--- config.mk ---
export PLATFORM = sky130hd
export DESIGN_NAME = password_lock_ctrl
export DESIGN_NICKNAME = d
export VERILOG_FILES = /design/src/rtl/password_lock_ctrl.sv
export SDC_FILE = /design/constraint.sdc
export NUM_CORES = 1
export LEC_CHECK = 0
export CORE_MARGIN = 5
export CORE_UTILIZATION = 50
export CTS_BUF_LIST = sky130_fd_sc_hd__clkbuf_4
export DETAILED_ROUTE_END_ITERATION = 7
export GPL_TIMING_DRIVEN = 0
export MAX_ROUTING_LAYER = met4
export PLACE_DENSITY = 0.79
export SLEW_MARGIN = 20
export SYNTH_ARGS = -nofsm -noshare
export SYNTH_HDL_FRONTEND = slang
export SYNTH_SLANG_ARGS = --single-unit
--- constraint.sdc ---
create_clock -name clk -period 2.73 [get_ports clk]
set_clock_uncertainty 0.1 [all_clocks]
set_input_delay 0.4095 -clock clk [delete_from_list [all_inputs] [get_ports clk]]
set_output_delay 0.4095 -clock clk [all_outputs]
set_load 0.05 [all_outputs]
--- src/rtl/password_lock_ctrl.sv ---
`default_nettype none
// ============================================================================
// Module   : password_lock_ctrl
// Desc     : Keypad password lock with runtime code change, failed-attempt
//            lockout, inactivity timeout and per-digit display blanking.
//            Optional macro PWD_MASK_EN shows entered digits as 4'h8.
// Revision : 1.0 - initial release
// ============================================================================
module password_lock_ctrl #(
    parameter int          CODE_LEN       = 4,
    parameter int          NUM_DIGITS     = 4,
    parameter int          MAX_TRIES      = 3,
    parameter int          MSG_CYCLES     = 50_000_000,
    parameter int          LOCKOUT_CYCLES = 500_000_000,
    parameter int          IDLE_CYCLES    = 500_000_000,
    parameter logic [31:0] DEFAULT_CODE   = 32'h0000_1234
) (
    input  logic                             clk,
    input  logic                             reset,
    input  logic [3:0]                       key_value,
    input  logic                             key_valid,
    output logic [4*NUM_DIGITS-1:0]          display_data,
    output logic [NUM_DIGITS-1:0]            digit_en,
    output logic                             unlocked,
    output logic                             alarm,
    output logic [$clog2(MAX_TRIES+1)-1:0]   fail_cnt,
    output logic [2:0]                       state_o
);

    localparam int BUF_W   = 4 * CODE_LEN;
    localparam int CNT_W   = $clog2(CODE_LEN + 1);
    localparam int FAIL_W  = $clog2(MAX_TRIES + 1);
    localparam int LIM_A   = (MSG_CYCLES > LOCKOUT_CYCLES) ? MSG_CYCLES : LOCKOUT_CYCLES;
    localparam int MAX_LIM = (LIM_A > IDLE_CYCLES) ? LIM_A : IDLE_CYCLES;
    localparam int TMR_W   = $clog2(MAX_LIM + 1);

    localparam logic [2:0] c_ST_IDLE     = 3'd0;
    localparam logic [2:0] c_ST_ENTRY    = 3'd1;
    localparam logic [2:0] c_ST_CHECK    = 3'd2;
    localparam logic [2:0] c_ST_FAIL     = 3'd3;
    localparam logic [2:0] c_ST_UNLOCKED = 3'd4;
    localparam logic [2:0] c_ST_NEW      = 3'd5;
    localparam logic [2:0] c_ST_LOCKOUT  = 3'd6;

    localparam logic [3:0] c_KEY_STAR = 4'hE;
    localparam logic [3:0] c_KEY_HASH = 4'hF;
    localparam logic [3:0] c_KEY_CHG  = 4'hC;

    localparam logic [CNT_W-1:0]  c_CNT_FULL   = CNT_W'(CODE_LEN);
    localparam logic [FAIL_W-1:0] c_FAIL_MAX   = FAIL_W'(MAX_TRIES);
    localparam logic [TMR_W-1:0]  c_MSG_LAST   = TMR_W'(MSG_CYCLES - 1);
    localparam logic [TMR_W-1:0]  c_LOCK_LAST  = TMR_W'(LOCKOUT_CYCLES - 1);
    localparam logic [TMR_W-1:0]  c_IDLE_LAST  = TMR_W'(IDLE_CYCLES - 1);
    localparam logic [BUF_W-1:0]  c_RESET_CODE = DEFAULT_CODE[BUF_W-1:0];

    logic [2:0]        r_state;
    logic [2:0]        w_state_nxt;
    logic [BUF_W-1:0]  r_buf;
    logic [BUF_W-1:0]  w_buf_nxt;
    logic [CNT_W-1:0]  r_cnt;
    logic [CNT_W-1:0]  w_cnt_nxt;
    logic [BUF_W-1:0]  r_code;
    logic [BUF_W-1:0]  w_code_nxt;
    logic [FAIL_W-1:0] r_fail;
    logic [FAIL_W-1:0] w_fail_nxt;
    logic [FAIL_W-1:0] w_fail_inc;
    logic [TMR_W-1:0]  r_timer;
    logic [TMR_W-1:0]  w_timer_nxt;

    logic              w_is_digit;
    logic              w_full;
    logic              w_match;
    logic [BUF_W-1:0]  w_buf_shift;
    logic              w_keyed_state;
    logic              w_timed_state;
    logic              w_in_entry;
    logic              w_all_on;
    logic              w_show_e;

    assign w_is_digit  = (key_value <= 4'd9);
    assign w_full      = (r_cnt == c_CNT_FULL);
    assign w_match     = w_full && (r_buf == r_code);
    assign w_buf_shift = (r_buf << 4) | BUF_W'(key_value);
    assign w_fail_inc  = r_fail + FAIL_W'(1);

    // States where a key press restarts the inactivity timer
    assign w_keyed_state = (r_state == c_ST_ENTRY) || (r_state == c_ST_UNLOCKED) ||
                           (r_state == c_ST_NEW);
    assign w_timed_state = w_keyed_state || (r_state == c_ST_FAIL) ||
                           (r_state == c_ST_LOCKOUT);

    always_ff @(posedge clk) begin
        if (reset) begin
            r_state <= c_ST_IDLE;
            r_buf   <= '0;
            r_cnt   <= '0;
            r_code  <= c_RESET_CODE;
            r_fail  <= '0;
            r_timer <= '0;
        end else begin
            r_state <= w_state_nxt;
            r_buf   <= w_buf_nxt;
            r_cnt   <= w_cnt_nxt;
            r_code  <= w_code_nxt;
            r_fail  <= w_fail_nxt;
            r_timer <= w_timer_nxt;
        end
    end

    always_comb begin
        w_state_nxt = r_state;
        w_buf_nxt   = r_buf;
        w_cnt_nxt   = r_cnt;
        w_code_nxt  = r_code;
        w_fail_nxt  = r_fail;
        case (r_state)
            c_ST_IDLE: begin
                if (key_valid && w_is_digit) begin
                    w_state_nxt = c_ST_ENTRY;
                    w_buf_nxt   = BUF_W'(key_value);
                    w_cnt_nxt   = CNT_W'(1);
                end
            end
            c_ST_ENTRY: begin
                // A key, even an ignored one, beats a coincident timeout
                if (key_valid) begin
                    if (w_is_digit) begin
                        if (!w_full) begin
                            w_buf_nxt = w_buf_shift;
                            w_cnt_nxt = r_cnt + CNT_W'(1);
                        end
                    end else if (key_value == c_KEY_STAR) begin
                        w_state_nxt = c_ST_IDLE;
                        w_buf_nxt   = '0;
                        w_cnt_nxt   = '0;
                    end else if (key_value == c_KEY_HASH) begin
                        w_state_nxt = c_ST_CHECK;
                    end
                end else if (r_timer == c_IDLE_LAST) begin
                    w_state_nxt = c_ST_IDLE;
                    w_buf_nxt   = '0;
                    w_cnt_nxt   = '0;
                end
            end
            c_ST_CHECK: begin
                w_buf_nxt = '0;
                w_cnt_nxt = '0;
                if (w_match) begin
                    w_fail_nxt  = '0;
                    w_state_nxt = c_ST_UNLOCKED;
                end else begin
                    w_fail_nxt  = w_fail_inc;
                    w_state_nxt = (w_fail_inc == c_FAIL_MAX) ? c_ST_LOCKOUT : c_ST_FAIL;
                end
            end
            c_ST_FAIL: begin
                if (r_timer == c_MSG_LAST) begin
                    w_state_nxt = c_ST_IDLE;
                end
            end
            c_ST_LOCKOUT: begin
                if (r_timer == c_LOCK_LAST) begin
                    w_state_nxt = c_ST_IDLE;
                    w_fail_nxt  = '0;
                end
            end
            c_ST_UNLOCKED: begin
                if (key_valid) begin
                    if (key_value == c_KEY_STAR) begin
                        w_state_nxt = c_ST_IDLE;
                    end else if (key_value == c_KEY_CHG) begin
                        w_state_nxt = c_ST_NEW;
                        w_buf_nxt   = '0;
                        w_cnt_nxt   = '0;
                    end
                end else if (r_timer == c_IDLE_LAST) begin
                    w_state_nxt = c_ST_IDLE;
                end
            end
            c_ST_NEW: begin
                if (key_valid) begin
                    if (w_is_digit) begin
                        if (!w_full) begin
                            w_buf_nxt = w_buf_shift;
                            w_cnt_nxt = r_cnt + CNT_W'(1);
                        end
                    end else if (key_value == c_KEY_HASH && w_full) begin
                        w_code_nxt  = r_buf;
                        w_state_nxt = c_ST_UNLOCKED;
                        w_buf_nxt   = '0;
                        w_cnt_nxt   = '0;
                    end else if (key_value == c_KEY_STAR) begin
                        w_state_nxt = c_ST_UNLOCKED;
                        w_buf_nxt   = '0;
                        w_cnt_nxt   = '0;
                    end
                end else if (r_timer == c_IDLE_LAST) begin
                    w_state_nxt = c_ST_IDLE;
                    w_buf_nxt   = '0;
                    w_cnt_nxt   = '0;
                end
            end
            default: begin
                w_state_nxt = c_ST_IDLE;
                w_buf_nxt   = '0;
                w_cnt_nxt   = '0;
            end
        endcase
    end

    always_comb begin
        w_timer_nxt = '0;
        if ((w_state_nxt == r_state) && w_timed_state && !(key_valid && w_keyed_state)) begin
            w_timer_nxt = r_timer + TMR_W'(1);
        end
    end

    assign w_in_entry = (r_state == c_ST_ENTRY) || (r_state == c_ST_NEW);
    assign w_show_e   = (r_state == c_ST_FAIL) || (r_state == c_ST_LOCKOUT);
    assign w_all_on   = w_show_e || (r_state == c_ST_UNLOCKED);

    for (genvar gi = 0; gi < NUM_DIGITS; gi++) begin : g_digit
        logic [3:0] w_entry_nib;
        logic       w_entry_on;

        if (gi < CODE_LEN) begin : g_has_buf
`ifdef PWD_MASK_EN
            assign w_entry_nib = 4'h8;
`else
            assign w_entry_nib = r_buf[4*gi +: 4];
`endif
        end else begin : g_no_buf
            assign w_entry_nib = 4'h0;
        end

        // Newest entry sits at digit 0, so digit gi is live once count > gi
        assign w_entry_on = (int'(r_cnt) > gi);

        assign digit_en[gi] = w_in_entry ? w_entry_on : w_all_on;
        assign display_data[4*gi +: 4] =
            w_in_entry ? (w_entry_on ? w_entry_nib : 4'h0) :
            (w_show_e ? 4'hE : 4'h0);
    end

    assign unlocked = (r_state == c_ST_UNLOCKED) || (r_state == c_ST_NEW);
    assign alarm    = (r_state == c_ST_LOCKOUT);
    assign fail_cnt = r_fail;
    assign state_o  = r_state;

endmodule
`default_nettype wire

-- After elaboration in Yosys (flattened, before gate mapping)
Cells that the tools add are included.
- input bits: 7
- bits in registers: 69
- bitwise gates (word level): 4
- $lt $le $gt $ge: 5
- $add $sub $neg: 3
- equal/unequal tests: 20
- reductions and logical operators: 22
- mux-type cells: 59
- operators with widths (cell ; count):
    16-bit 2-to-1 mux ; 12
    3-bit 2-to-1 mux ; 28
    16-bit one-hot mux with 5 select lines ; 1
    4-bit 2-to-1 mux ; 9
    29-bit by 1-bit adder with 29-bit output (second input constant) ; 1
    29-bit by 26-bit == test with 1-bit output (second input constant) ; 1
    29-bit == test (second input constant) ; 1
    3-bit one-hot mux with 7 select lines ; 1
    16-bit == test ; 1
    16-bit by 4-bit bitwise OR with 16-bit output ; 1
    3-bit one-hot mux with 5 select lines ; 1
    3-bit == test (second input constant) ; 4
    4-bit == test (second input constant) ; 3
    1-bit logical OR ; 8
    2-bit != test (second input constant) ; 4
    3-bit by 2-bit == test with 1-bit output (second input constant) ; 2
    3-bit by 1-bit > comparator with 1-bit output (second input constant) ; 2
    3-bit by 2-bit > comparator with 1-bit output (second input constant) ; 2
    1-bit logical AND ; 6
    5-bit AND reduction ; 1
    4-bit <= comparator (second input constant) ; 1
    1-bit 2-to-1 mux ; 4
    2-bit 2-to-1 mux ; 2
    2-bit one-hot mux with 2 select lines ; 1
    other kinds (13) ; 16

-- Depth between registers and ports, before layout
- word-level depth: 11
- mapped depth: 10
- mapped depth without buffers: 8

-- Least setup slack after synthesis
OpenSTA, ideal clock, no wires.
- kind: reg-to-reg
- from: register r_state[2] (netlist: state_o[2])
- to: register r_timer[18]
- period minus slack after synthesis: 2.907 ns
- cell stages (with the launch flop): 8
- setup time: 0.078 ns
- path buffers: 2
- setup slack: -0.177 ns
- required time: 2.552 ns
- arrival: 2.729 ns
- path through: dfxtp_1 -> buf_2 -> nor2b_1 -> a2bb2oi_1 -> o211a_1 -> a211o_1 -> buf_4 -> nor3_1
- longest elaborated chain between the ends: 10
- RTL lines (what ; RTL line ; text):
    start, declared ; 56 ; logic [2:0] r_state;
    start signal, assigned ; 94 ; r_state <= c_ST_IDLE;
    start signal, assigned ; 101 ; r_state <= w_state_nxt;
    3-bit 2-to-1 mux (on tied branches) ; 192, 136 ;
    3-bit 2-to-1 mux (on tied branches) ; 187, 132 ;
    3-bit 2-to-1 mux (on tied branches) ; 182, 127 ;
    3-bit 2-to-1 mux (on tied branches) ; 181, 126 ;
    3-bit one-hot mux with 7 select lines ; 116 ; case (r_state)
    3-bit == test ; 213 ; if ((w_state_nxt == r_state) && w_timed_state && !(key_valid && w_keyed_state)) begin
    1-bit logical AND ; 213 ;
    1-bit logical AND (*) ; 213 ;
    1-bit NOT (no source line) (*) ; -- ;
    2-bit OR reduction (no source line) (*) ; -- ;
    end signal, assigned ; 106 ; r_timer <= w_timer_nxt;
    end, declared ; 67 ; logic [TMR_W-1:0] r_timer;
Every way passes the cells marked *; elsewhere a longest branch is shown, timed or not.
A chain may end at the register's enable or synchronous reset.

-- Worst setup path in the final report
- from: register r_state[2] (netlist: state_o[2])
- to: output port display_data[13]
- longest elaborated chain between the ends: 4
- RTL lines (what ; RTL line ; text):
    3-bit by 2-bit == test with 1-bit output / 3-bit == test (equally long branches) ; 219 ; assign w_show_e = (r_state == c_ST_FAIL) || (r_state == c_ST_LOCKOUT);
    1-bit logical OR ; 219 ;
    4-bit 2-to-1 mux ; 242 ; (w_show_e ? 4'hE : 4'h0);
    4-bit 2-to-1 mux (*) ; 241 ; w_in_entry ? (w_entry_on ? w_entry_nib : 4'h0) :
    end, declared ; 22 ; output logic [4*NUM_DIGITS-1:0] display_data,
Marks and branches as above.

==> impl_metrics.xml <==
<?xml version="1.0" encoding="UTF-8"?>
<metrics>
  <group name="synth">
    <metric name="synth_enable_flop_cells" unit="">0</metric>
    <metric name="ys_types" unit="">65</metric>
    <metric name="mappedNetlistArea" unit="µm²">3730</metric>
    <metric name="area_share_of_the_largest_cell_type_after_synthesis" unit="">0.370</metric>
    <metric name="asyncSetResetFlopFracSynth" unit="">0</metric>
    <metric name="synth_fp_nets" unit="">432</metric>
    <metric name="synth_top_flop_cell" unit="">sky130_fd_sc_hd__dfxtp_1</metric>
    <metric name="synth_area_leader_cell" unit="">sky130_fd_sc_hd__dfxtp_1</metric>
    <metric name="post-synth-top-count-cell" unit="">sky130_fd_sc_hd__dfxtp_1</metric>
    <metric name="syn_inst" unit="">418</metric>
    <metric name="synth_seq_area_share" unit="">0.370</metric>
    <metric name="synth_seq_cells" unit="">69</metric>
    <metric name="netlist_top_cells_area" unit="">sky130_fd_sc_hd__dfxtp_1, sky130_fd_sc_hd__xor2_1, sky130_fd_sc_hd__nor2_1</metric>
    <metric name="yosys_warnings" unit="">0</metric>
    <metric name="synth_area_per_cell" unit="µm²">8.94</metric>
    <metric name="post_synth_most_frequent_cells" unit="">sky130_fd_sc_hd__dfxtp_1, sky130_fd_sc_hd__nor2_1, sky130_fd_sc_hd__xor2_1</metric>
  </group>
  <group name="floorplanning">
    <metric name="placementRows" unit="">31</metric>
    <metric name="dieWidth" unit="µm">96.4</metric>
    <metric name="design.die.area" unit="µm²">9300</metric>
    <metric name="floorplan.core_area" unit="µm²">7250</metric>
    <metric name="die_height" unit="µm">96.4</metric>
    <metric name="io_count" unit="">34</metric>
    <metric name="initial_utilization" unit="">0.515</metric>
  </group>
  <group name="routing">
    <metric name="drt_first_pass_iters" unit="">4</metric>
    <metric name="drt_wl_total" unit="mm">9.33</metric>
    <metric name="ant_nets" unit="">0</metric>
    <metric name="drc" unit="">0</metric>
    <metric name="detailroute.via_count" unit="">3341</metric>
    <metric name="post_drt_via_cell_ratio" unit="">5.89</metric>
    <metric name="drtIter0Drc" unit="">273</metric>
    <metric name="wire_per_inst" unit="µm">16.4</metric>
  </group>
  <group name="pwr">
    <metric name="power.net_switching" unit="W">0.000557</metric>
    <metric name="power.leakage" unit="nW">1.86</metric>
    <metric name="cellInternalPower" unit="W">0.00137</metric>
    <metric name="vdd.ir_drop.worst" unit="µV">419</metric>
    <metric name="sw_frac_of_total" unit="">0.288</metric>
    <metric name="seq_power_share" unit="">0.537</metric>
    <metric name="clock_power_share" unit="">0.368</metric>
    <metric name="power.density_cell_area" unit="nW/µm²">444</metric>
    <metric name="combinational_share_of_power" unit="">0.095</metric>
  </group>
  <group name="hold_path">
    <metric name="endpoint_of_the_worst_hold_path" unit="">r_timer[0]$_SDFF_PP0_</metric>
    <metric name="timing.hold.worst_path_depth" unit="">1</metric>
    <metric name="min-delay-start" unit="">r_timer[0]$_SDFF_PP0_</metric>
    <metric name="hold_class" unit="">register to register</metric>
  </group>
  <group name="timing">
    <metric name="rsz_0062_raised_after_global_routing" unit="">false</metric>
    <metric name="fin_crit" unit="ns">2.63</metric>
    <metric name="finalCritPeriodShare" unit="">0.964</metric>
    <metric name="final.setup.worst_slack" unit="ns">0.0982</metric>
    <metric name="finalSetupViolations" unit="">0</metric>
    <metric name="hold_violation_total_from_the_final_report" unit="">0</metric>
    <metric name="fmaxAchievable" unit="MHz">380</metric>
    <metric name="maxSlewHeadroom" unit="">0.421</metric>
    <metric name="drv_slew" unit="">0</metric>
    <metric name="worst-slew-pin-transition" unit="ns">0.862</metric>
  </group>
  <group name="global_route">
    <metric name="grt-ovfl-total" unit="">0</metric>
    <metric name="antenna_violations_before_repair" unit="">0</metric>
    <metric name="maximum_number_of_pins_on_one_net_before_global_route_repair" unit="">15</metric>
    <metric name="grt.total_usage" unit="">0.223</metric>
    <metric name="grt_pass1_wl" unit="mm">15.5</metric>
    <metric name="vias_in_the_first_global_route" unit="">3185</metric>
  </group>
  <group name="clocking">
    <metric name="cts.hold.buffers_added" unit="">0</metric>
    <metric name="tritoncts.num_buffers" unit="">9</metric>
    <metric name="cts.clk_slew.worst_paths" unit="ns">0.13</metric>
    <metric name="cts.root.buffer_cell" unit="">sky130_fd_sc_hd__clkbuf_4</metric>
    <metric name="clock_sink_count" unit="">69</metric>
    <metric name="cts_htree_levels" unit="">3</metric>
    <metric name="clock_path_buffers" unit="">2</metric>
    <metric name="clk-insertion-delay-late" unit="ns">0.43</metric>
    <metric name="cts_tree" unit="">built</metric>
  </group>
  <group name="critical_path">
    <metric name="cp_max_fo" unit="">10</metric>
    <metric name="worstPathArrival" unit="ns">2.12</metric>
    <metric name="crit_path_end_kind" unit="">output pin</metric>
    <metric name="reg2reg_setup_slack" unit="ns">0.18</metric>
    <metric name="worst_r2r_endpoint" unit="">r_cnt[0]$_SDFFE_PP0P_</metric>
    <metric name="crit_path_launch_type" unit="">register</metric>
    <metric name="timing_worst_setup_path_type" unit="">register to output pin</metric>
    <metric name="worstRegToRegCells" unit="">6</metric>
    <metric name="r2r-start" unit="">r_timer[14]$_SDFF_PP0_</metric>
    <metric name="worst_ep_required_time" unit="ns">2.22</metric>
  </group>
  <group name="finish">
    <metric name="antenna-diode-count" unit="">0</metric>
    <metric name="post_route_cells_drive_above_1_share" unit="">0.162</metric>
    <metric name="number_of_nets_in_the_final_layout" unit="">477</metric>
    <metric name="final_util" unit="">0.600</metric>
    <metric name="area_delta_synth_final" unit="%">16.4</metric>
  </group>
  <group name="place">
    <metric name="place_congestion" unit="">0.937</metric>
    <metric name="placement.setup.worst_slack" unit="ns">-0.438</metric>
    <metric name="place.port_buffers" unit="">33</metric>
    <metric name="hpwlAfterDp" unit="mm">6.76</metric>
  </group>
  <group name="run_status">
    <metric name="status" unit="">finished clean</metric>
  </group>
  <group name="flow_run">
    <metric name="cap_violations" unit="">0</metric>
  </group>
</metrics>
-- cell usage in the layout, fill, tap and decap left out, types with 10 or more instances in the layout --
| cell | Yosys | layout |
|---|---|---|
| sky130_fd_sc_hd__dfxtp_1 | 69 | 69 |
| sky130_fd_sc_hd__a21o_1 | 15 | 14 |
| sky130_fd_sc_hd__nand3_1 | 15 | 15 |
| sky130_fd_sc_hd__xor2_1 | 29 | 29 |
| sky130_fd_sc_hd__buf_2 | 7 | 17 |
| sky130_fd_sc_hd__nor3_1 | 25 | 24 |
| sky130_fd_sc_hd__nand4_1 | 10 | 10 |
| sky130_fd_sc_hd__a21oi_1 | 11 | 10 |
| sky130_fd_sc_hd__mux2i_1 | 16 | 16 |
| sky130_fd_sc_hd__clkdlybuf4s50_1 | 0 | 12 |
| sky130_fd_sc_hd__xnor2_1 | 14 | 14 |
| sky130_fd_sc_hd__nor2_1 | 43 | 40 |
| sky130_fd_sc_hd__clkbuf_4 | 0 | 12 |
| sky130_fd_sc_hd__a22o_1 | 10 | 10 |
| sky130_fd_sc_hd__nand2_1 | 28 | 27 |
-- area by class of cell --
type | instances | area [µm²]
clock buffer | 9 | 67.6
inverter | 9 | 33.8
clock inverter | 7 | 80.1
timing repair buffer | 34 | 284
fill | 631 | 2900
sequential | 69 | 1380
buffer | 16 | 82.6
multi-input combinational | 324 | 2300
tap | 99 | 124
-- how the worst max path moves through the flow --
stage	startpoint	slack, ns	to
after detailed placement	state_o[2]$_SDFF_PP0_	-0.44	display_data[9]
final	state_o[2]$_SDFF_PP0_	0.1	display_data[13]
after global placement	state_o[2]$_SDFF_PP0_	-0.36	display_data[3]
after floorplan	state_o[0]$_SDFF_PP0_	0.08	digit_en[1]
after global routing	r_cnt[0]$_SDFFE_PP0P_	0.009	digit_en[2]
after CTS	r_cnt[0]$_SDFFE_PP0P_	0.009	display_data[12]
-- metrics by stage --
step / instance area, µm² / power [W] / setup TNS [ns] / instances / hold WS (ns)
2_1_floorplan: 3740 / 0.00118 / 0 / 418 / 0.345
6_report: 4350 / 0.00193 / 0 / 567 / 0.398
3_5_place_dp: 4190 / 0.00123 / -8.06 / 550 / 0.381
3_3_place_gp: 4190 / 0.00123 / -6.37 / 550 / 0.376
5_1_grt: 4350 / 0.00202 / 0 / 567 / 0.425
4_1_cts: 4310 / 0.00193 / 0 / 566 / 0.401
-- worst max-delay path, stage by stage (launching register included) --
cell	delay, ns
sky130_fd_sc_hd__dfxtp_1	0.39
sky130_fd_sc_hd__buf_2	0.23
sky130_fd_sc_hd__and3b_1	0.29
sky130_fd_sc_hd__a21o_4	0.24
sky130_fd_sc_hd__clkbuf_4	0.18
sky130_fd_sc_hd__a21o_1	0.17
sky130_fd_sc_hd__clkbuf_4	0.21
-- logic make-up after synthesis --
kind of cell               synth area share
buffers and inverters                0.0301
adders and majority gates            0.0234
AOI/OAI and AO/OA                     0.171
muxes                                0.0429
DFF                                   0.370
and+or+nand+nor                       0.262
xor gates and xnor gates              0.101
-- per-layer routing --
metal / track usage / up-vias / part of all wire
met1: 0.268 / 1585 / 0.43
met5: - / - / 0
met3: 0.0488 / 18 / 0.060
li1: - / 1624 / -
met4: 0.0876 / 0 / 0.020
met2: 0.366 / 114 / 0.49
-- sequential cells by signal, indices dropped and copies added (netlist names) --
| signal | cells |
|---|---|
| r_buf | 16 |
| r_cnt | 3 |
| r_code | 16 |
| r_timer | 29 |
| fail_cnt | 2 |
| state_o | 3 |
-- power by group through the flow --
stage          sequential, W  clock (W)  combinational, W
2_1_floorplan        0.00106          0          0.000121
3_3_place_gp         0.00106          0          0.000172
3_5_place_dp         0.00106          0          0.000175
4_1_cts              0.00104   0.000718          0.000176
5_1_grt              0.00104   0.000781          0.000199
6_report             0.00104   0.000711          0.000184
-- repair_timing --
| action | in CTS | in global routing |
|---|---|---|
| pin swaps | 0 | 1 |
| setup endpoints to repair | 21 | 40 |
| resized for setup | 82 | 22 |
| endpoints found under the hold margin | 0 | 0 |
| buffers inserted | 0 | 1 |
Power figures use the tool's default switching activity.
